$ cat src/rtl/rv32imf_apu_arbiter.sv
// ---------------------------------------------------------------------------
// rv32imf_apu_arbiter
//
// Lets NUM_REQ cores share one APU/FPU. Requests are picked round-robin. The
// winner's operands, op and flags go to the FPU. The winner's index is recorded
// in an in-order tag FIFO, so each FPU result can be returned to the core that
// issued it.
//
// Ports
//   clk_i, rst_i          clock, asynchronous active-high reset
//   req_req_i/req_gnt_o   per-core request / zero-latency grant
//   req_operands_i        NUM_REQ x NARGS x 32 operands, core r in slice r
//   req_op_i, req_flags_i per-core op / downstream flags
//   req_rvalid_o          one-hot result valid
//   req_rdata_o/rflags_o  result data/flags, broadcast to all cores
//   apu_*                 shared FPU side (req/gnt, operands, op, flags, result)
//   busy_o                work in flight or being requested (FPU clock gate)
//   err_o                 sticky: a result arrived with no outstanding tag
// ---------------------------------------------------------------------------
module rv32imf_apu_arbiter #(
  parameter int NUM_REQ         = 2,
  parameter int NARGS           = 3,
  parameter int WOP             = 6,
  parameter int NDSFLAGS        = 15,
  parameter int NUSFLAGS        = 5,
  parameter int MAX_OUTSTANDING = 4
) (
  input  logic                        clk_i,
  input  logic                        rst_i,
  input  logic [NUM_REQ-1:0]          req_req_i,
  output logic [NUM_REQ-1:0]          req_gnt_o,
  input  logic [NUM_REQ*NARGS*32-1:0] req_operands_i,
  input  logic [NUM_REQ*WOP-1:0]      req_op_i,
  input  logic [NUM_REQ*NDSFLAGS-1:0] req_flags_i,
  output logic [NUM_REQ-1:0]          req_rvalid_o,
  output logic [31:0]                 req_rdata_o,
  output logic [NUSFLAGS-1:0]         req_rflags_o,
  output logic                        apu_req_o,
  input  logic                        apu_gnt_i,
  output logic [NARGS*32-1:0]         apu_operands_o,
  output logic [WOP-1:0]              apu_op_o,
  output logic [NDSFLAGS-1:0]         apu_flags_o,
  input  logic                        apu_rvalid_i,
  input  logic [31:0]                 apu_rdata_i,
  input  logic [NUSFLAGS-1:0]         apu_rflags_i,
  output logic                        busy_o,
  output logic                        err_o
);

  localparam int SW  = (NUM_REQ > 1) ? $clog2(NUM_REQ) : 1;
  localparam int PW  = (MAX_OUTSTANDING > 1) ? $clog2(MAX_OUTSTANDING) : 1;
  localparam int OPW = NARGS * 32;
  localparam logic [PW:0]   FULL_COUNT = (PW+1)'(MAX_OUTSTANDING);
  localparam logic [SW-1:0] LAST_REQ   = SW'(NUM_REQ - 1);

  logic [SW-1:0] rr_ptr_reg;
  logic [SW-1:0] rr_ptr_next;
  logic [SW-1:0] sel;
  logic          any_req;
  logic          live;
  logic          full;
  logic          empty;
  logic          apu_req_int;
  logic          push;
  logic          pop;
  logic          orphan;
  logic [PW-1:0] wr_ptr_reg;
  logic [PW-1:0] rd_ptr_reg;
  logic [PW:0]   count_reg;
  logic [PW:0]   count_next;
  logic          err_reg;
  logic [SW-1:0] head_tag;

  // Small tag store. The head must be visible in the result cycle, so it is
  // read combinationally.
  logic [SW-1:0] tag_mem [MAX_OUTSTANDING];

  // Every combinational handshake output is forced low while reset is held.
  assign live    = ~rst_i;
  assign any_req = |req_req_i;
  assign full    = (count_reg == FULL_COUNT);
  assign empty   = (count_reg == '0);

  // Round-robin scan that starts at rr_ptr and wraps modulo NUM_REQ.
  always_comb begin
    int  idx;
    logic found;
    sel   = '0;
    found = 1'b0;
    idx   = 0;
    for (int k = 0; k < NUM_REQ; k++) begin
      idx = int'(rr_ptr_reg) + k;
      if (idx >= NUM_REQ) idx = idx - NUM_REQ;
      if (!found && req_req_i[idx]) begin
        sel   = idx[SW-1:0];
        found = 1'b1;
      end
    end
  end

  assign rr_ptr_next = (sel == LAST_REQ) ? '0 : sel + 1'b1;

  // A full FIFO blocks new requests even if a pop happens in the same cycle.
  // There is no bypass, which keeps the full flag off the rvalid path.
  assign apu_req_int = any_req & ~full;
  assign push        = apu_req_int & apu_gnt_i & live;
  assign pop         = apu_rvalid_i & ~empty & live;
  assign orphan      = apu_rvalid_i & empty & live;
  assign head_tag    = tag_mem[rd_ptr_reg];

  assign apu_req_o      = apu_req_int & live;
  assign apu_operands_o = any_req ? req_operands_i[sel*OPW +: OPW]           : '0;
  assign apu_op_o       = any_req ? req_op_i[sel*WOP +: WOP]                 : '0;
  assign apu_flags_o    = any_req ? req_flags_i[sel*NDSFLAGS +: NDSFLAGS]    : '0;

  assign req_rdata_o  = apu_rdata_i;
  assign req_rflags_o = apu_rflags_i;
  assign busy_o       = ((count_reg != '0) | apu_req_int) & live;
  assign err_o        = err_reg;

  // One-hot grant and result-valid decode for each requester.
  generate
    for (genvar gi = 0; gi < NUM_REQ; gi++) begin : g_req
      assign req_gnt_o[gi]    = push & (sel == SW'(gi));
      assign req_rvalid_o[gi] = pop  & (head_tag == SW'(gi));
    end
  endgenerate

  always_comb begin
    count_next = count_reg;
    case ({push, pop})
      2'b10:   count_next = count_reg + 1'b1;
      2'b01:   count_next = count_reg - 1'b1;
      default: count_next = count_reg;
    endcase
  end

  always_ff @(posedge clk_i or posedge rst_i) begin
    if (rst_i) begin
      rr_ptr_reg <= '0;
      wr_ptr_reg <= '0;
      rd_ptr_reg <= '0;
      count_reg  <= '0;
      err_reg    <= 1'b0;
    end else begin
      if (push) begin
        rr_ptr_reg <= rr_ptr_next;
        wr_ptr_reg <= wr_ptr_reg + 1'b1;
      end
      if (pop) rd_ptr_reg <= rd_ptr_reg + 1'b1;
      count_reg <= count_next;
      if (orphan) err_reg <= 1'b1;
    end
  end

  // Tag storage holds no state of its own. The pointers define its contents,
  // so it needs no reset.
  always_ff @(posedge clk_i) begin
    if (push) tag_mem[wr_ptr_reg] <= sel;
  end

endmodule

$ cat config.mk
export PLATFORM = sky130hd
export DESIGN_NAME = rv32imf_apu_arbiter
export DESIGN_NICKNAME = d
export VERILOG_FILES = /design/src/rtl/rv32imf_apu_arbiter.sv
export SDC_FILE = /design/constraint.sdc
export NUM_CORES = 1
export LEC_CHECK = 0
export CAP_MARGIN = 25
export CORE_AREA = 2 2 169 171
export DETAILED_ROUTE_END_ITERATION = 10
export DIE_AREA = 0 0 171 173
export PLACE_DENSITY = 0.49
export RECOVER_POWER = 50
export SYNTH_ARGS = -nofsm -noshare
export SYNTH_HDL_FRONTEND = slang
export SYNTH_SLANG_ARGS = --single-unit
$ cat constraint.sdc
create_clock -name clk_i -period 2.8 [get_ports clk_i]
set_input_delay 0.56 -clock clk_i [delete_from_list [all_inputs] [get_ports clk_i]]
set_output_delay 0.56 -clock clk_i [all_outputs]
set_load 0.02 [all_outputs]
==> summary by stage <==
STA
The headroom to the max-slew limit is 65.0%. The number of max-slew violations in the final report is 0. The final hold slack is 0.456 ns. For the pin with the worst max-slew slack, the measured transition is roughly 0.52 ns. Between clock sinks in the finished design, the worst skew comes to about 0.0010 ns. Static timing analysis puts the maximum clock frequency at 367 MHz. Setup repair after global routing left no endpoint under its margin. The final count of negative-setup-slack endpoints is 0.

The clock period minus worst slack is 2.72 ns. The total count of hold-check failures in the final report is 0. The worst path uses 97.2% of the clock period.

Logic synthesis
By area the synthesized netlist is led by mux2i_1, inv_1, nand2_1, buf_4, dfrtp_1. The post-synth design cell area is 3170 sq um. The net count of the mapped netlist is 754. The number of warning messages in the yosys log is 0. After synthesis, the largest area contributor takes up 37.3% of total cell area.

The number of distinct library cells after synthesis is 25. The sequential cell area fraction in the yosys report is 10.9%. After synthesis the netlist holds a flip-flop and latch count of 13. The post-synthesis instance total is between 400 and 500.

mux2i_1 takes more of the synthesized area than any other cell. After synthesis, the mean cell area works out to 6.73 sq um.

CTS
The CTS clock-pin slew for the worst setup and hold paths is ~0.04 ns. The total clock buffers created by CTS is 3. The total number of H-tree levels is 1. The count of hold-fix buffers inserted at cts is 0. The CTS tree is done.

The later-pin clock latency in the skew report is 0.24 ns. Counting every sink on the clock net gives 13. Post-CTS timing repair inserted 0 buffers for setup. The library cell used as clock root buffer is clkbuf_16.

The maximum count of clock buffers along a single path is 2.

Outcome
The run finished with clean final reports.

Floorplanning
The die outline area is 29600 sq um. The number of top-level pins is approximately 440. From bottom edge to top edge, the die measures approximately 170 um. The area inside the core boundary is about 28000 sq um.

The die outline width is 171 um. The row count is 61. The effective utilization at floorplan is between 10% and 20%.

Placed design
Routability-driven placement finished with a final weighted congestion of 0.785. The number of input and output port buffers inserted is 363. The standard cell area after detailed placement is between 7000 and 8000 sq um. Detailed placement finished with a half-perimeter wire length of between 10 and 15 mm. The number of instances in the placed design is 1192.

Routing
The highest metal layer carrying signal wires in the routed design is met4. In this run the remaining antenna-violating nets after routing total 0. Dividing the detail-routed wire length by the instance count gives 12.6 um. Detailed routing placed a total of 7.80 mm of wire on met2. The first-pass detailed-route iteration total is 4.

Wires add up to 15.1 mm. The routed layout has 4071 vias. The wire length on met3 is 1.75 mm. After detailed routing, the number of remaining DRC violations is 0. The DRC violation total after the first TritonRoute iteration is 61. The routed metal-1 wirelength is 5.39 mm.

Using the TritonRoute via totals, the vias-per-cell ratio works out to 3.40.

Critical path
For the worst setup path, the data arrival time is 2.16 ns. The largest fanout on the critical path is 20. In this design, the largest share of critical-path delay is due to buffers and inverters. On the worst path, the slowest cell contributes a delay of 0.47 ns. The signal on the critical path passes through clkdlybuf4s50_1 > o21ai_4 > buf_12 > clkbuf_1 > mux2i_1 > dlygate4sd2_1. STA classifies the critical path endpoint as an output port. Among all stages on the critical path, the largest delay is contributed by clkdlybuf4s50_1. The worst setup path is launched from a primary input. Counting both buffers and inverters, the worst setup path holds a total of 4. The critical path start-end classification is in2out. Data on the critical path is required at its endpoint by roughly 2.2 ns.

Cells and area
Leaving out fill and tap cells, the most frequent cell in the layout is clkdlybuf4s50_1. After the last flow step, the layout net total stands at approximately 1.1k. The final design area excluding fillers is 7160 sq um. The top cell types in the final layout, fill and taps aside, are clkdlybuf4s50_1, inv_1, mux2i_1, nand2_1, dlygate4sd2_1. The fraction of layout instances using a drive strength above 1 is 5.87%. The area growth from synthesis to final layout is 126%.

The count of inserted antenna diode cells is 0. The finished layout holds around 1.2k standard cells, fillers aside. The flip-flop count of the largest register after layout is 4.

Power
The overall power of the completed layout is between 2000 and 2500 uW. The worst-case vdd ir drop is 0.194 mV. The power density over the cells is about 340 nW/um^2. Summed over all cells, the static leakage comes to 0.00393 uW.

Global routing
Entering global routing, the biggest net connects 64 pins. Across every metal layer, demand over resource in global routing totals under 10%. The number of global-route vias before repair is 4237. The first global-routing pass estimated 22.3 mm of wire. The initial antenna violation count is 0. After global routing the overflow that remains totals 0.

Hold path
The worst hold path belongs to the class reg2reg.

Run
Max-cap violations in this run came to 0.
## through the flow
| stage | setup slack (ns) | util, % | setup TNS [ns] |
|---|---|---|---|
| after floorplan | 0.590 | - | 0 |
| after detailed placement | -0.181 | 26.3 | -13.64 |
| after global placement | -0.198 | 26.3 | -13.33 |
| final | 0.0781 | 25.9 | 0 |
| after CTS | 0.000591 | 26.1 | 0 |
| after global routing | 0.0114 | 25.9 | 0 |
## report_power, final
| group | internal (uW) | switching [uW] |
|---|---|---|
| clock network | 191 | 70.0 |
| logic | 961 | 866 |
| registers | 271 | 60.3 |
| total | 1420 | 996 |
## area by class of cell
class                   instances  area, sq um
inverters                     126          473
multi-input cells             269         1950
clock buffers                   4         78.8
fillers                      3159        20500
repair buffers                406         3840
flip-flops and latches         13          345
well taps                     378          473
## what timing repair did
action / 4_1_cts / 5_1_grt
endpoints found under the setup margin: 116 / 7
gates cloned: 0 / 0
resized for setup: 116 / 6
## cell usage after synthesis (all sizes together)
| master | count |
|---|---|
| nor3 | 2 |
| fa | 1 |
| a21oi | 1 |
| mux2i | 118 |
| nor4bb | 1 |
| dfrtp | 9 |
| o21ai | 1 |
| ha | 5 |
| nor2b | 1 |
| edfxtp | 4 |
| xor2 | 4 |
| nor3b | 2 |
| xnor2 | 2 |
| buf | 52 |
| clkbuf | 11 |
| mux2 | 2 |
| mux4 | 1 |
| nor2 | 3 |
| and2 | 6 |
| inv | 126 |
| nor4b | 1 |
| a31o | 1 |
| nand2 | 117 |
## kinds of logic after synthesis
group                    share of synthesized area, %
flip-flops                                       10.9
XOR/XNOR                                         1.66
AO/OA/AOI/OAI                                   0.592
adder cells (fa/ha/maj)                          2.60
buffers and inverters                            28.1
AND/OR/NAND/NOR                                  17.5
multiplexers                                     38.7
## worst paths after layout
check	start	endpoint	slack [ns]	cells after the start
setup / recovery	req_req_i[1]	apu_flags_o[5]	0.08	6
hold / removal	err_o	err_o	0.46	1
setup reg to reg	count_reg[0]	count_reg[2]	0.48	10
hold reg to reg	err_o	err_o	0.46	1
max in group asynchronous	rst_i	rr_ptr_reg	1.59	3
min in group asynchronous	rst_i	err_o	0.94	3
## metal layers
layer	GRT usage (%)	up-vias
met3	3.52	12
met2	18.7	235
met4	0.953	0
met5	0	-
li1	-	2063
met1	9.25	1761
(Power assumes the default switching activity.)
